## src/rtl/sync_dual_port_ram.sv

```systemverilog
// Simple-dual-port synchronous RAM: one write port, one read port, one clock.
// A post-reset sweep loads INIT_VAL everywhere before requests are accepted.
module sync_dual_port_ram #(
  parameter int              WIDTH    = 16,
  parameter int              DEPTH    = 8,
  parameter int              ADDRESS  = 3,
  parameter int              RD_MODE  = 0,
  parameter int              OUT_REG  = 0,
  parameter logic [WIDTH-1:0] INIT_VAL = '0
) (
  input  logic               clk,
  input  logic               rst,
  input  logic               we,
  input  logic [ADDRESS-1:0] waddr,
  input  logic [WIDTH-1:0]   wdata,
  input  logic               re,
  input  logic [ADDRESS-1:0] raddr,
  output logic [WIDTH-1:0]   rdata,
  output logic               rvalid,
  output logic               rerr,
  output logic               werr,
  output logic               ready
);

  typedef enum logic {S_INIT, S_RUN} state_t;

  localparam logic [ADDRESS:0]   DEPTH_A = (ADDRESS+1)'(DEPTH);
  localparam logic [ADDRESS-1:0] LAST    = ADDRESS'(DEPTH - 1);

  state_t             state, state_nx;
  logic [ADDRESS-1:0] ptr;
  logic [WIDTH-1:0]   mem [DEPTH];

  logic               run, wr_ok, wr_bad, rd_acc, rd_oor;
  logic [WIDTH-1:0]   rd_word;
  logic               s_valid, s_err;
  logic [WIDTH-1:0]   s_data;

  always_ff @(posedge clk) begin
    if (rst) state <= S_INIT;
    else     state <= state_nx;
  end

  always_comb begin
    state_nx = state;
    if (state == S_INIT && ptr == LAST) state_nx = S_RUN;
  end

  always_comb begin
    run     = (state == S_RUN);
    ready   = run;
    wr_ok   = run && we && ({1'b0, waddr} < DEPTH_A);
    wr_bad  = run && we && !({1'b0, waddr} < DEPTH_A);
    rd_acc  = run && re;
    rd_oor  = !({1'b0, raddr} < DEPTH_A);
    rd_word = '0;
    // Write-first bypass only on a genuine same-address collision.
    if (!rd_oor)
      rd_word = (RD_MODE == 1 && wr_ok && waddr == raddr) ? wdata : mem[raddr];
  end

  always_ff @(posedge clk) begin
    if (rst)                  ptr <= '0;
    else if (state == S_INIT) ptr <= ptr + ADDRESS'(1);
  end

  always_ff @(posedge clk) begin
    if (!rst) begin
      if (state == S_INIT) mem[ptr]   <= INIT_VAL;
      else if (wr_ok)      mem[waddr] <= wdata;
    end
  end

  generate
    if (OUT_REG != 0) begin : g_pipe
      logic             p_valid, p_err;
      logic [WIDTH-1:0] p_data;

      always_ff @(posedge clk) begin
        if (rst) begin
          p_valid <= 1'b0;
          p_err   <= 1'b0;
          p_data  <= '0;
        end else begin
          p_valid <= rd_acc;
          p_err   <= rd_acc && rd_oor;
          if (rd_acc) p_data <= rd_word;
        end
      end

      assign s_valid = p_valid;
      assign s_err   = p_err;
      assign s_data  = p_data;
    end else begin : g_direct
      assign s_valid = rd_acc;
      assign s_err   = rd_acc && rd_oor;
      assign s_data  = rd_word;
    end
  endgenerate

  always_ff @(posedge clk) begin
    if (rst) begin
      rvalid <= 1'b0;
      rerr   <= 1'b0;
      werr   <= 1'b0;
      rdata  <= '0;
    end else begin
      rvalid <= s_valid;
      rerr   <= s_err;
      werr   <= wr_bad;
      if (s_valid) rdata <= s_data;
    end
  end

endmodule

```

## config.mk

```make
export PLATFORM = sky130hd
export DESIGN_NAME = sync_dual_port_ram
export DESIGN_NICKNAME = d
export VERILOG_FILES = /design/src/rtl/sync_dual_port_ram.sv
export SDC_FILE = /design/constraint.sdc
export NUM_CORES = 1
export LEC_CHECK = 0
export CAP_MARGIN = 0
export CORE_MARGIN = 2
export CORE_UTILIZATION = 50
export CTS_BUF_LIST = sky130_fd_sc_hd__clkbuf_4 sky130_fd_sc_hd__clkbuf_8
export CTS_CLUSTER_DIAMETER = 60
export DETAILED_ROUTE_END_ITERATION = 8
export MAX_ROUTING_LAYER = met4
export PLACE_DENSITY = 0.7
export SLEW_MARGIN = 20
export SYNTH_ARGS = -nofsm -noshare
export SYNTH_HDL_FRONTEND = slang
export SYNTH_SLANG_ARGS = --single-unit
```

## constraint.sdc

```tcl
create_clock -name clk -period 2.9 [get_ports clk]
set_clock_uncertainty 0.1 [all_clocks]
set_input_delay 0.58 -clock clk [delete_from_list [all_inputs] [get_ports clk]]
set_output_delay 0.58 -clock clk [all_outputs]
set_load 0.005 [all_outputs]
```

==> impl_results.md <==
- GR Overflow Total: 0
- Initial Util: 50.7%
- Routing usage on met1: 24.1%
- Mapped cell area: 6020 µm²
- Post-cts sizing count: 0
- WP data required: 2220 ps
- Iter 0 DRT Violations: 151
- HP Class: reg -> reg
- Distinct cells, synth: 30
- Cell with the most instances after synthesis: edfxtp_1
- FP Rows: 40
- Post-synthesis sequential area ratio: 70.9%
- Avg Inst Size Synth: 15.9 µm²
- DRT Pass-1 Iters: 4
- Synthesized instance count: 378
- CTS Hold Bufs: 0
- Worst Tran Pin Value: 797 ps
- Die width: 114 µm
- Postcts setup bufs: 0
- FILL cells: 902
- Startpoint Class: flop
- Post-synth EDFFs: 128
- Clk Latency, worst-skew pair: 430 ps
- Met3 usage: 4.20%
- Max_slew headroom: 46.7%
- Multi-input logic area: 1530 µm²
- Ant diodes: 0
- Max-slew violations: 0
- CTS Root Cell: clkbuf_8
- Largest net degree at the start of global routing: 65
- Detailed placer's ending HPWL: 6910 µm
- Buffers on Ports: 43
- Antenna-violating nets left: 0
- Most used DFF post-synth: edfxtp_1
- CORE AREA: 11900 µm²
- Area share of the largest cell type after synthesis: 63.9%
- Slowest CP cell: dfxtp_1
- Yosys Warn Count: 0
- Worst-path clk slew: 70 ps
- Busiest grt layer: met2
- Final WL: 11600 µm
- CTS tree: built
- Setup TNS: 0 ps
- Placed instance count: 562
- H-tree levels: 4
- Final setup vio count: 0
- GRT Total Usage: 20.2%
- Leak: 2.40 nW
- Final Hold Viols: 0
- Main area contributors after synthesis: edfxtp_1 (64%), mux2i_1 (11%), dfxtp_1 (7.0%)
- Outcome: complete, no violations
- CP Max Fanout: 12
- Synth top cells by count: edfxtp_1 (128), mux2i_1 (66), a22oi_1 (32)
- Top Family by Delay on Critical Path: flip-flops
- Max-cap violation count: 0
- PwrDens: 614 nW/µm²
- CP Capture Type: primary output
- Vias in the first global route: 3367
- Unrepaired setup endpoints after global routing: no
- CTS max path bufs: 2
- Max IR drop VDD: 0.000345 V
- Initial antenna violation count: 0
- FFs w/ async S/R, synth: 0%
- RePlAce Congestion: 0.717
- Storage element area: 4260 µm²
- Die height: 114 µm
- Number of remaining DRC errors: 0
- Die ar.: 12900 µm²
- Routed via count: 3264
- Tmin final: 2290 ps
- GRT met2 Usage: 32.5%
- WP data arrival: 1610 ps
- Final period util: 78.9%
- Critical path, cell by cell: clkdlybuf4s50_1
- Final Core Density: 58.7%
- FMAX: 0.437 GHz
- DR vias/cell: 5.50
- Global-route wire length before repair: 18300 µm
- Total power draw: 4.27 mW
- CP peak stage delay: 590 ps
- Synth area leader: edfxtp_1
- Critical path class: reg -> out
- Worst Hold Margin: 428 ps
- I/O Pins: 46
- Layout Nets: 462
- Routed len/inst: 19.5 µm
- TritonCTS Buffers: 17
- Clock Sinks: 149
- Area growth, synth to finish: 15.8%
- Worst path bufs/invs: 1
- Non-Filler Instances: 593
- Share of cells above drive strength 1: 14.6%
- Synth Register Bits: 149
[power by group]
group	leakage (nW)	total (mW)	internal [mW]	switching, mW
clock	0.215	1.65	0.939	0.715
combinational	0.896	0.238	0.104	0.134
sequential	1.29	2.38	2.36	0.0194
total	2.40	4.27	3.41	0.869
[stage by stage]
stage                     area, µm²  worst slack [ps]
after floorplan                6020               575
after global placement         6560               464
after detailed placement       6560               432
after CTS                      6970               577
after global routing           6970               504
final                          6970               613
[placed cells by master (no fill, tap or decap), types with 2 or more instances in the layout]
cell type          n
clkbuf_4           2
dfxtp_1           21
nor2b_1            2
a22oi_1           32
a31oi_1            4
nand2b_1           2
ha_1               2
nor3b_1            2
nor2_1            31
nand2_1            3
edfxtp_1         128
clkdlybuf4s50_1   42
and2_1            18
bufinv_16          4
inv_1              2
clkbuf_8          17
a21oi_1           16
nor3_2            16
clkinv_1           2
conb_1             2
mux2i_1           66
buf_4             18
clkinv_2           5
[worst paths after layout]
| check | slack, ps | cells after the start | start | endpoint |
|---|---|---|---|---|
| worst max-delay path | 610 | 1 | ready | ready |
| worst min-delay path | 430 | 2 | rdata[3] | rdata[3] |
| worst max register to register | 860 | 4 | ready | mem[0][3] |
| worst min register to register | 430 | 2 | rdata[3] | rdata[3] |
[flip-flops by register name, indices dropped and copies added (netlist names)]
register	count
mem	128
rdata	16
ptr	3
ready	1
rvalid	1
[layout make-up]
cell class / instances / share of cell area (%)
tap: 147 / 2.64
sequential: 149 / 61.2
clock inverter: 12 / 2.32
clock buffer: 19 / 3.57
inverter: 2 / 0.108
multi-input combinational: 203 / 21.9
timing repair buffer: 61 / 8.26
[worst reg2reg max path, delay by kind of cell, from the launching register on]
family,cells,cell delay [ps]
flip-flops,1,590
buffers and inverters,1,310
AO/OA/AOI/OAI,1,160
AND/OR/NAND/NOR,2,570
[metal layers]
metal,part of all wire (%),vias up
met1,43,1615
met4,2.0,0
li1,-,1546
met5,0,-
met2,52,82
met3,2.9,21
[logic make-up (layout without fill, tap and decap cells)]
family	Yosys count	after routing	share of synthesized area, %
flops	149	149	70.9
simple gates	78	78	7.74
mux	66	66	11.0
compound gates	54	54	5.97
buf+inv	27	94	3.81
fa+ha+maj	2	2	0.416
other cells	1	2	0.0623
xor+xnor	1	1	0.146
(Power assumes the default switching activity.)
